$ cat src/rtl/fb_pixel_writer_if.sv
// Pixel-producer and SRAM write-port bundle for fb_pixel_writer.
// master: producer/arbiter side that drives the inputs; slave: the writer itself.
interface fb_pixel_writer_if;
    logic        iPix_Valid;
    logic        oPix_Ready;
    logic [9:0]  iPix_X;
    logic [9:0]  iPix_Y;
    logic [3:0]  iPix_Red;
    logic [3:0]  iPix_Green;
    logic [3:0]  iPix_Blue;
    logic        iWr_Grant;
    logic [17:0] oSRAM_Addr;
    logic [15:0] oSRAM_Data;
    logic        oSRAM_WE_N;
    logic [2:0]  oFifo_Level;
    logic [15:0] oDrop_Count;
    logic        oBusy;

    modport master (
        output iPix_Valid, iPix_X, iPix_Y, iPix_Red, iPix_Green, iPix_Blue, iWr_Grant,
        input  oPix_Ready, oSRAM_Addr, oSRAM_Data, oSRAM_WE_N, oFifo_Level, oDrop_Count, oBusy
    );

    modport slave (
        input  iPix_Valid, iPix_X, iPix_Y, iPix_Red, iPix_Green, iPix_Blue, iWr_Grant,
        output oPix_Ready, oSRAM_Addr, oSRAM_Data, oSRAM_WE_N, oFifo_Level, oDrop_Count, oBusy
    );
endinterface

$ cat src/rtl/fb_pixel_writer.sv
// Buffers RGB444 pixels in a small FIFO and writes them to a shared SRAM port in 4-cycle slots.
// Optional framebuffer clear engine is built when FB_CLEAR_EN is defined.
//
// state  | meaning
// IDLE   | waiting for FIFO data (or a pending clear) and iWr_Grant
// SETUP  | address/data driven, WE_N high
// STROBE | WE_N low for exactly one cycle
// HOLD   | address/data held, WE_N high, then back to IDLE
module fb_pixel_writer #(
    parameter int unsigned H_RES      = 640,
    parameter int unsigned V_RES      = 400,
    parameter int unsigned FIFO_DEPTH = 4
) (
    input  logic             iCLK,
    input  logic             iRST_N,
`ifdef FB_CLEAR_EN
    input  logic             iClear,
    input  logic [11:0]      iClear_Color,
    output logic             oClearing,
`endif
    fb_pixel_writer_if.slave bus
);

    typedef enum logic [1:0] {
        S_IDLE   = 2'd0,
        S_SETUP  = 2'd1,
        S_STROBE = 2'd2,
        S_HOLD   = 2'd3
    } state_t;

    localparam int unsigned PTR_W    = $clog2(FIFO_DEPTH);
    localparam logic [2:0]  LVL_FULL = 3'(FIFO_DEPTH);

    state_t             r_state;
    state_t             w_state_nxt;

    logic [17:0]        r_fifo_addr [FIFO_DEPTH];
    logic [11:0]        r_fifo_rgb  [FIFO_DEPTH];
    logic [PTR_W-1:0]   r_wr_ptr;
    logic [PTR_W-1:0]   r_rd_ptr;
    logic [2:0]         r_count;
    logic [2:0]         w_count_nxt;

    logic               w_in_range;
    logic               w_accept;
    logic               w_push;
    logic               w_pop;
    logic               w_start;
    logic [17:0]        w_pix_addr;

    logic               w_clearing;
    logic               w_clearing_nxt;
    logic               w_clr_start;
    logic [17:0]        w_clr_addr;
    logic [11:0]        w_clr_rgb;

    logic [17:0]        r_addr;
    logic [15:0]        r_data;
    logic               r_we_n;
    logic               r_ready;
    logic               r_busy;
    logic [15:0]        r_drop;

    logic [17:0]        w_addr_nxt;
    logic [15:0]        w_data_nxt;
    logic               w_we_n_nxt;
    logic               w_ready_nxt;
    logic               w_busy_nxt;
    logic [15:0]        w_drop_nxt;

    // Input qualification and address generation; in-range results never exceed 18 bits
    assign w_in_range = (32'(bus.iPix_X) < H_RES) && (32'(bus.iPix_Y) < V_RES);
    assign w_accept   = bus.iPix_Valid && r_ready;
    assign w_push     = w_accept && w_in_range;
    assign w_pix_addr = 18'(bus.iPix_Y) * 18'(H_RES) + 18'(bus.iPix_X);

    // A pending clear owns the port ahead of any buffered pixels
    assign w_pop   = (r_state == S_IDLE) && bus.iWr_Grant && (r_count != 3'd0) && !w_clearing;
    assign w_start = w_pop || w_clr_start;

`ifdef FB_CLEAR_EN
    localparam logic [17:0] CLR_LAST = 18'(H_RES * V_RES - 1);

    logic        r_clearing;
    logic [17:0] r_clr_addr;
    logic        r_clr_last;
    logic        w_clr_done;

    assign w_clr_start    = r_clearing && (r_state == S_IDLE) && bus.iWr_Grant;
    assign w_clr_done     = r_clr_last && (r_state == S_HOLD);
    assign w_clearing     = r_clearing;
    assign w_clearing_nxt = r_clearing ? !w_clr_done : iClear;
    assign w_clr_addr     = r_clr_addr;
    assign w_clr_rgb      = iClear_Color;
    assign oClearing      = r_clearing;

    always_ff @(posedge iCLK or negedge iRST_N) begin
        if (!iRST_N) begin
            r_clearing <= 1'b0;
            r_clr_addr <= '0;
            r_clr_last <= 1'b0;
        end else begin
            r_clearing <= w_clearing_nxt;
            if (!r_clearing && iClear) begin
                r_clr_addr <= '0;
            end else if (w_clr_start) begin
                r_clr_addr <= r_clr_addr + 18'd1;
            end
            if (w_clr_start) begin
                r_clr_last <= (r_clr_addr == CLR_LAST);
            end else if (w_clr_done) begin
                r_clr_last <= 1'b0;
            end
        end
    end
`else
    assign w_clearing     = 1'b0;
    assign w_clearing_nxt = 1'b0;
    assign w_clr_start    = 1'b0;
    assign w_clr_addr     = '0;
    assign w_clr_rgb      = '0;
`endif

    // FIFO storage carries no reset; pointers and count define what is valid
    always_ff @(posedge iCLK) begin
        if (w_push) begin
            r_fifo_addr[r_wr_ptr] <= w_pix_addr;
            r_fifo_rgb[r_wr_ptr]  <= {bus.iPix_Red, bus.iPix_Green, bus.iPix_Blue};
        end
    end

    always_comb begin
        w_count_nxt = r_count;
        case ({w_push, w_pop})
            2'b10:   w_count_nxt = r_count + 3'd1;
            2'b01:   w_count_nxt = r_count - 3'd1;
            default: w_count_nxt = r_count;
        endcase
    end

    always_ff @(posedge iCLK or negedge iRST_N) begin
        if (!iRST_N) begin
            r_wr_ptr <= '0;
            r_rd_ptr <= '0;
            r_count  <= 3'd0;
        end else begin
            if (w_push) begin
                r_wr_ptr <= r_wr_ptr + 1'b1;
            end
            if (w_pop) begin
                r_rd_ptr <= r_rd_ptr + 1'b1;
            end
            r_count <= w_count_nxt;
        end
    end

    always_ff @(posedge iCLK or negedge iRST_N) begin
        if (!iRST_N) begin
            r_state <= S_IDLE;
        end else begin
            r_state <= w_state_nxt;
        end
    end

    // iWr_Grant only matters in IDLE; once started, a write always runs to HOLD
    always_comb begin
        w_state_nxt = r_state;
        unique case (r_state)
            S_IDLE:   w_state_nxt = w_start ? S_SETUP : S_IDLE;
            S_SETUP:  w_state_nxt = S_STROBE;
            S_STROBE: w_state_nxt = S_HOLD;
            S_HOLD:   w_state_nxt = S_IDLE;
            default:  w_state_nxt = S_IDLE;
        endcase
    end

    always_comb begin
        w_addr_nxt = r_addr;
        w_data_nxt = r_data;
        if (w_clr_start) begin
            w_addr_nxt = w_clr_addr;
            w_data_nxt = {4'b0000, w_clr_rgb};
        end else if (w_pop) begin
            w_addr_nxt = r_fifo_addr[r_rd_ptr];
            w_data_nxt = {4'b0000, r_fifo_rgb[r_rd_ptr]};
        end
        w_we_n_nxt  = (w_state_nxt != S_STROBE);
        w_busy_nxt  = (w_state_nxt != S_IDLE) || (w_count_nxt != 3'd0);
        w_ready_nxt = (w_count_nxt != LVL_FULL) && !w_clearing_nxt;
        w_drop_nxt  = r_drop;
        if (w_accept && !w_in_range && (r_drop != 16'hFFFF)) begin
            w_drop_nxt = r_drop + 16'd1;
        end
    end

    // Ready resets high: an empty FIFO can take a pixel on the first edge after release
    always_ff @(posedge iCLK or negedge iRST_N) begin
        if (!iRST_N) begin
            r_addr  <= '0;
            r_data  <= '0;
            r_we_n  <= 1'b1;
            r_ready <= 1'b1;
            r_busy  <= 1'b0;
            r_drop  <= '0;
        end else begin
            r_addr  <= w_addr_nxt;
            r_data  <= w_data_nxt;
            r_we_n  <= w_we_n_nxt;
            r_ready <= w_ready_nxt;
            r_busy  <= w_busy_nxt;
            r_drop  <= w_drop_nxt;
        end
    end

    assign bus.oPix_Ready  = r_ready;
    assign bus.oSRAM_Addr  = r_addr;
    assign bus.oSRAM_Data  = r_data;
    assign bus.oSRAM_WE_N  = r_we_n;
    assign bus.oFifo_Level = r_count;
    assign bus.oDrop_Count = r_drop;
    assign bus.oBusy       = r_busy;

endmodule

$ cat src/flat_wrapper.sv
// flat-port wrapper written by rule: the top's interface ports become plain ports
module fb_pixel_writer_flat 
#(
    parameter int unsigned H_RES      = 640,
    parameter int unsigned V_RES      = 400,
    parameter int unsigned FIFO_DEPTH = 4
)
  (iCLK, iRST_N, bus_iPix_Valid, bus_iPix_X, bus_iPix_Y, bus_iPix_Red, bus_iPix_Green, bus_iPix_Blue, bus_iWr_Grant, bus_oPix_Ready, bus_oSRAM_Addr, bus_oSRAM_Data, bus_oSRAM_WE_N, bus_oFifo_Level, bus_oDrop_Count, bus_oBusy);
  fb_pixel_writer_if bus_i ();
  input  logic iCLK;
  input  logic iRST_N;
  input wire logic [$bits(bus_i.iPix_Valid)-1:0] bus_iPix_Valid;
  input wire logic [$bits(bus_i.iPix_X)-1:0] bus_iPix_X;
  input wire logic [$bits(bus_i.iPix_Y)-1:0] bus_iPix_Y;
  input wire logic [$bits(bus_i.iPix_Red)-1:0] bus_iPix_Red;
  input wire logic [$bits(bus_i.iPix_Green)-1:0] bus_iPix_Green;
  input wire logic [$bits(bus_i.iPix_Blue)-1:0] bus_iPix_Blue;
  input wire logic [$bits(bus_i.iWr_Grant)-1:0] bus_iWr_Grant;
  output wire logic [$bits(bus_i.oPix_Ready)-1:0] bus_oPix_Ready;
  output wire logic [$bits(bus_i.oSRAM_Addr)-1:0] bus_oSRAM_Addr;
  output wire logic [$bits(bus_i.oSRAM_Data)-1:0] bus_oSRAM_Data;
  output wire logic [$bits(bus_i.oSRAM_WE_N)-1:0] bus_oSRAM_WE_N;
  output wire logic [$bits(bus_i.oFifo_Level)-1:0] bus_oFifo_Level;
  output wire logic [$bits(bus_i.oDrop_Count)-1:0] bus_oDrop_Count;
  output wire logic [$bits(bus_i.oBusy)-1:0] bus_oBusy;
  assign bus_i.iPix_Valid = bus_iPix_Valid;
  assign bus_i.iPix_X = bus_iPix_X;
  assign bus_i.iPix_Y = bus_iPix_Y;
  assign bus_i.iPix_Red = bus_iPix_Red;
  assign bus_i.iPix_Green = bus_iPix_Green;
  assign bus_i.iPix_Blue = bus_iPix_Blue;
  assign bus_i.iWr_Grant = bus_iWr_Grant;
  assign bus_oPix_Ready = bus_i.oPix_Ready;
  assign bus_oSRAM_Addr = bus_i.oSRAM_Addr;
  assign bus_oSRAM_Data = bus_i.oSRAM_Data;
  assign bus_oSRAM_WE_N = bus_i.oSRAM_WE_N;
  assign bus_oFifo_Level = bus_i.oFifo_Level;
  assign bus_oDrop_Count = bus_i.oDrop_Count;
  assign bus_oBusy = bus_i.oBusy;
  fb_pixel_writer #(.H_RES(H_RES), .V_RES(V_RES), .FIFO_DEPTH(FIFO_DEPTH)) u_core (.iCLK(iCLK), .iRST_N(iRST_N), .bus(bus_i));
endmodule
$ cat config.mk
export PLATFORM = sky130hd
export DESIGN_NAME = fb_pixel_writer_flat
export DESIGN_NICKNAME = d
export VERILOG_FILES = /design/src/rtl/fb_pixel_writer_if.sv /design/src/rtl/fb_pixel_writer.sv /design/src/flat_wrapper.sv
export SDC_FILE = /design/constraint.sdc
export NUM_CORES = 1
export LEC_CHECK = 0
export ABC_AREA = 0
export BUFFER_PORTS_ARGS = -buffer_cell sky130_fd_sc_hd__buf_2
export CAP_MARGIN = 20
export CORE_MARGIN = 3
export CORE_UTILIZATION = 30
export CTS_CLUSTER_DIAMETER = 120
export DETAILED_ROUTE_END_ITERATION = 7
export GPL_TIMING_DRIVEN = 0
export PLACE_DENSITY = 0.56
export SLEW_MARGIN = 20
export SYNTH_ARGS = -nofsm -noshare
export SYNTH_HDL_FRONTEND = slang
export SYNTH_SLANG_ARGS = --single-unit
$ cat constraint.sdc
create_clock -name iCLK -period 4.1 [get_ports iCLK]
set_input_delay 0.205 -clock iCLK [delete_from_list [all_inputs] [get_ports iCLK]]
set_output_delay 0.205 -clock iCLK [all_outputs]
set_load 0.05 [all_outputs]
# [Yosys cells after proc, flatten, opt, wreduce, memory -nomap -nowiden]
# Memory sizes are Yosys's and may differ from the RTL's. A register that Yosys moved wholly into a read port is not among the register bits.
# Index checks and enable logic that the tools add are counted.
[word_totals] reg_bits=28 latch_bits=0 mem_bits_rw=120 romBits=0 input_bits=36 output_inout_bits=56 wordCells=47 mem_count=2
[classes] addsub=6 mul=1 div_mod_pow=0 magnitude_cmp=2 eq_ne=8 shift=0 muxes=5 bitwise_logic=0 n_reduce_logical=15
[mem_list] memory="u_core.r_fifo_addr" words=4 width=18 rd=1 rd_ports_with_merged_regs=1 write_ports=1 line="fb_pixel_writer.sv:37" source="logic [17:0] r_fifo_addr [FIFO_DEPTH];"
[mem_list] memory="u_core.r_fifo_rgb" words=4 width=12 rd=1 rd_ports_with_merged_regs=1 write_ports=1 line="fb_pixel_writer.sv:38" source="logic [11:0] r_fifo_rgb [FIFO_DEPTH];"
[ops] op="adder 18 x 10 -> 18 bit" count=1
[ops] op="adder 16 x 1 -> 16 bit, second input constant" count=1
[ops] op="!= test 16 bit, second input constant" count=1
[ops] op="multiplier 10 x 3 -> 11 bit, second input constant" count=1
[ops] op="< comparator 10 bit, second input constant" count=1
[ops] op="< comparator 10 x 9 -> 1 bit, second input constant" count=1
[ops] op="case mux 2 bit (4 select lines)" count=1
[ops] op="logical AND 1 bit" count=7
[ops] op="equality test 2 bit, second input constant" count=3
[ops] op="case mux 3 bit (2 select lines)" count=1
[ops] op="nonzero test 3 bit" count=2
[ops] op="adder 2 x 1 -> 2 bit, second input constant" count=2
[ops] op="equality test 2 x 1 -> 1 bit, second input constant" count=2
[ops] op="adder 3 x 1 -> 3 bit, second input constant" count=1
[ops] op="logical NOT 1 bit" count=3
[ops] op="2-to-1 mux 1 bit" count=3
[ops] op="!= test 3 bit, second input constant" count=1
[ops] op="subtractor 3 x 1 -> 3 bit, second input constant" count=1
[ops] op="logical NOT 2 bit" count=1
[ops] op="!= test 2 bit, second input constant" count=1
[ops] op="nonzero test 2 bit" count=1
[ops] op="logical OR 1 bit" count=1

# [Logic depth before layout (Yosys ltp)]
[depth] depth_word=7 ltp_mapped=12 ltp_nobuf=11

# [Worst setup path before layout]
# No wires, ideal clock.
[synth_path] path_type="register to register" start="register u_core.r_count[2] (netlist: u_core.bus.oFifo_Level[2])" end="register u_core.r_busy (netlist: u_core.bus.oBusy)" arrival_time_ns=2.688 setup_slack_ns=1.274 stages_incl_launch_ff=11 path_buffers=1 cell_sequence="dfrtp_1 > o311ai_4 > inv_2 > clkbuf_1 > ha_1 > inv_1 > fa_1 > xor2_1 > nor2_1 > xor2_1 > or4b_1"
[synth_via] elab_chain_cells=6 word_cells_on_any_way=12 cone_classes="add/sub: 2; eq/ne: 2; mux: 3; reduce/logical: 5"
[synth_rtl] item="from (decl)" line="fb_pixel_writer.sv:41" source="logic [2:0] r_count;"
[synth_rtl] item="from (signal assigned)" line="fb_pixel_writer.sv:153" source="r_count <= w_count_nxt;"
[synth_rtl] item="nonzero test 3 bit (*)" line="fb_pixel_writer.sv:78" source="assign w_pop = (r_state == S_IDLE) && bus.iWr_Grant && (r_count != 3'd0) && !w_clearing;"
[synth_rtl] item="logical AND 1 bit (*)" line="fb_pixel_writer.sv:78"
[synth_rtl] item="via u_core.w_pop" line="fb_pixel_writer.sv:47" source="logic w_pop;"
[synth_rtl] item="equality test 2 x 1 -> 1 bit / equality test 2 bit (equally long branches)" line="fb_pixel_writer.sv:134" source="case ({w_push, w_pop})"
[synth_rtl] item="case mux 3 bit (2 select lines) (*)" line="fb_pixel_writer.sv:134"
[synth_rtl] item="via u_core.w_count_nxt[2]" line="fb_pixel_writer.sv:42" source="logic [2:0] w_count_nxt;"
[synth_rtl] item="nonzero test 3 bit (*)" line="fb_pixel_writer.sv:188" source="w_busy_nxt = (w_state_nxt != S_IDLE) || (w_count_nxt != 3'd0);"
[synth_rtl] item="logical OR 1 bit (*)" line="fb_pixel_writer.sv:188"
[synth_rtl] item="via u_core.w_busy_nxt" line="fb_pixel_writer.sv:68" source="logic w_busy_nxt;"
[synth_rtl] item="to (signal assigned)" line="fb_pixel_writer.sv:210" source="r_busy <= w_busy_nxt;"
[synth_rtl] item="to (decl)" line="fb_pixel_writer.sv:61" source="logic r_busy;"
# Mark *: on every way through the listed nets, which the timed path passes. The rest lies on a longest branch.
# A chain may end at the register's enable or synchronous reset.

# [Worst setup path in the final report]
[layout_path] start="register u_core.r_state[1]" end="register u_core.r_busy (netlist: u_core.bus.oBusy)"
[layout_via] elab_chain_cells=7 word_cells_on_any_way=14 cone_classes="eq/ne: 5; mux: 3; reduce/logical: 6"
[layout_rtl] item="from (decl)" line="fb_pixel_writer.sv:34" source="state_t r_state;"
[layout_rtl] item="from (signal assigned)" line="fb_pixel_writer.sv:161" source="r_state <= w_state_nxt;"
[layout_rtl] item="logical NOT 2 bit (*)" line="fb_pixel_writer.sv:78"
[layout_rtl] item="logical AND 1 bit (*) (2 in a row)" line="fb_pixel_writer.sv:78"
[layout_rtl] item="via u_core.w_pop" line="fb_pixel_writer.sv:47"
[layout_rtl] item="equality test 2 x 1 -> 1 bit / equality test 2 bit (equally long branches)" line="fb_pixel_writer.sv:134"
[layout_rtl] item="case mux 3 bit (2 select lines) (*)" line="fb_pixel_writer.sv:134"
[layout_rtl] item="via u_core.w_count_nxt[2]" line="fb_pixel_writer.sv:42"
[layout_rtl] item="nonzero test 3 bit (*)" line="fb_pixel_writer.sv:188"
[layout_rtl] item="logical OR 1 bit (*)" line="fb_pixel_writer.sv:188"
[layout_rtl] item="via u_core.w_busy_nxt" line="fb_pixel_writer.sv:68"
# Marks and branches as above.

==> reports/metrics.csv <==
metric,value,unit
status,"complete, no violations",
cts.reportedPaths.clkPinSlew,0.07,ns
ctsHtreeMaxLevel,4,
start_kind,flip-flop,
grt_pass1_wl,24.0,mm
cts-root-buf,clkbuf_16,
cts_tree,built,
antenna_left,0,
postSynthCellCount,487,
end_kind,flip-flop,
initial_core_util,0.307,
dieArea,27000,um2
numCtsBuffers,17,
hpwl,10.3,mm
fmax,311,MHz
leakage,3.73,nW
synth_mux_area_frac,0.0942,
cts_setup_buffers,0,
synth-edff-count,120,
final_max_slew_viol_count,0,
arrival,3.51,ns
numPortBuffers,87,
p_per_area,661,nW/um2
antenna_found_initial,1,
track_usage,0.118,
drc,0,
cts_resized,0,
gr-total-overflow,0,
io_pins,92,
min_period,3.22,ns
synthAdderAreaFrac,0.0546,
drtPass1Iterations,4,
vias_per_cell,4.47,
rows,57,
vdd_drop_max,0.318,mV
fin_skew,0.00508,ns
ys_types,49,
cts_sinks,178,
clk_path_buf_depth,2,
cp_slowest_cell,or4b_1,
report.final.setup_viol,0,
synthXorXnorAreaFrac,0.0408,
syn_area_per_cell,15.4,um2
drive_gt1_frac,0.288,
crit_required,4.39,ns
coreArea,24500,um2
drtIter0Drc,302,
holdBufCountCts,20,
yosys_warnings,0,
max_cap_violations,0,
synthSimpleGateAreaFrac,0.0917,
relSlewSlack,0.468,
fillerInstances,2336,
syn_area,7510,um2
die_x,164,um
fin_tns_setup,0,ns
path_max_fanout,10,
crit_chain,inv_1 -> ha_1 -> o311ai_4 -> inv_2 -> clkbuf_1 -> ha_1 -> inv_1 -> fa_1 -> xor2_1 -> nor2_1 -> xor2_1 -> or4b_1,
wl,15.1,mm
synth_compound_area_frac,0.0225,
timing.hold.ws,0.127,ns
drt-wirelength-per-cell,15.8,um
min_path_type,input pin to flip-flop,
crit_type,flip-flop to flip-flop,
slowest_delay,0.48,ns
vias,4285,
yosysSeqAreaShare,0.673,
final-hold-violation-count,0,
ys_async_sr_fraction,0.326,
first_global_vias,4486,
synth_top_family_by_area,multiplexers,
clk_latency,0.42,ns
tightest_slew,0.799,ns
gp_congestion,0.764,
die_height,164,um
period_share,0.785,
ys_seq_elements,178,
syn_to_final_growth,22.5,%
grt_max_degree,59,
rsz0062_at_grt,false,
ys.flop_type,edfxtp_1,
nets,687,
[per-layer routing]
| metal | vias to the layer above | track usage | share of wire |
|---|---|---|---|
| met1 | 2150 | 0.141 | 0.42 |
| met5 | - | 0 | 0 |
| met3 | 14 | 0.0356 | 0.054 |
| met2 | 95 | 0.205 | 0.51 |
| met4 | 0 | 0.0369 | 0.011 |
| li1 | 2026 | - | - |
[cells by family (layout without fill, tap and decap cells)]
kind of cell | count (synthesis) | in the layout
other | 1 | 5
buffers and inverters | 38 | 181
muxes | 33 | 33
AOI/OAI and AO/OA | 21 | 21
adders and majority gates | 31 | 31
DFF | 178 | 178
xor gates and xnor gates | 35 | 35
and+or+nand+nor | 150 | 150
[power by group]
| part | switching (W) | total, W | internal [W] |
|---|---|---|---|
| Sequential | 0.000171 | 0.00242 | 0.00225 |
| Combinational | 0.00146 | 0.00216 | 0.000702 |
| Clock | 0.000704 | 0.00150 | 0.000792 |
[critical path: cells and delay by family (launching register included)]
family	cells	cell delay, ns
fa+ha+maj	3	0.87
buf+inv	4	0.79
simple gates	2	0.54
flops	1	0.39
xor+xnor	2	0.31
compound gates	1	0.19
[cells in the mapped netlist, types with 6 or more instances]
cell type,n,area share
dfrtp_1,56,0.19
mux4_2,30,0.090
nand3_1,11,0.0073
clkbuf_1,6,0.0030
ha_1,28,0.047
nand2_1,99,0.049
inv_1,16,0.0080
xor2_1,18,0.021
nor2_1,6,0.0030
edfxtp_1,120,0.48
xnor2_1,17,0.020
[area by class of cell]
type                            count  area, um2  share of cell area
Sequential cell                   178       5060               0.549
Multi-Input combinational cell    274       2300               0.250
Timing Repair Buffer              111        718              0.0780
Clock buffer                       17        425              0.0462
Tap cell                          324        405              0.0440
Clock inverter                     15        123              0.0133
Buffer                             20        103              0.0111
Inverter                           18       67.6             0.00734
Antenna cell                        1       2.50            0.000272
[sequential cells by signal (all words and copies together), names as in the netlist]
name / cells
u_core.bus.oSRAM_Addr: 18
u_core.r_wr_ptr: 2
u_core.r_fifo_addr: 72
u_core.bus.oSRAM_WE_N: 1
u_core.bus.oBusy: 1
u_core.r_rd_ptr: 2
u_core.bus.oFifo_Level: 3
u_core.bus.oPix_Ready: 1
u_core.bus.oSRAM_Data: 12
u_core.r_fifo_rgb: 48
u_core.bus.oDrop_Count: 16
u_core.r_state: 2
[path summary, 6_finish.rpt]
| path | from | to | slack [ns] | cells past startpoint |
|---|---|---|---|---|
| hold reg to reg | u_core.bus.oSRAM_Data[4]$_DFFE_PN0P_ | u_core.bus.oSRAM_Data[4]$_DFFE_PN0P_ | 0.47 | 2 |
| min in group asynchronous | iRST_N | u_core.bus.oSRAM_Data[0]$_DFFE_PN0P_ | 0.42 | 2 |
| hold / removal | bus_iWr_Grant | u_core.r_rd_ptr[0]$_DFFE_PN0P_ | 0.13 | 3 |
| setup / recovery | u_core.r_state[1]$_DFF_PN0_ | u_core.bus.oBusy$_DFF_PN0_ | 0.88 | 12 |
| setup reg to reg | u_core.r_state[1]$_DFF_PN0_ | u_core.bus.oBusy$_DFF_PN0_ | 0.88 | 12 |
| max in group asynchronous | iRST_N | u_core.bus.oSRAM_Addr[15]$_DFFE_PN0P_ | 3.16 | 2 |
[cell usage in the layout (no fill, tap or decap), types with 4 or more instances in the layout]
cell type,n
buf_12,4
a21oi_1,5
xnor2_1,17
nand4_1,4
buf_4,5
edfxtp_1,120
mux4_2,30
inv_6,7
and2_2,4
conb_1,4
xor2_1,18
buf_1,5
dfrtp_1,56
nand2_1,99
clkbuf_1,6
buf_2,90
o21ai_1,5
nor2_1,6
ha_1,28
and3_1,5
nand3_1,11
dlygate4sd3_1,20
nor2_2,5
clkbuf_16,17
inv_1,16
[metrics by stage]
stage                     setup WS [ns]  instance area (um2)  utilization  total power, W  std cells
after floorplan                    1.27                 7530            -         0.00408        490
after global placement            0.901                 8370        0.342         0.00460        901
after detailed placement          0.854                 8450        0.346         0.00465        905
after CTS                         0.847                 9200        0.376         0.00619        957
after global routing              0.655                 9210        0.376         0.00643        958
final                             0.882                 9210        0.376         0.00608        958
No activity file was read; power rests on OpenSTA's default activity.
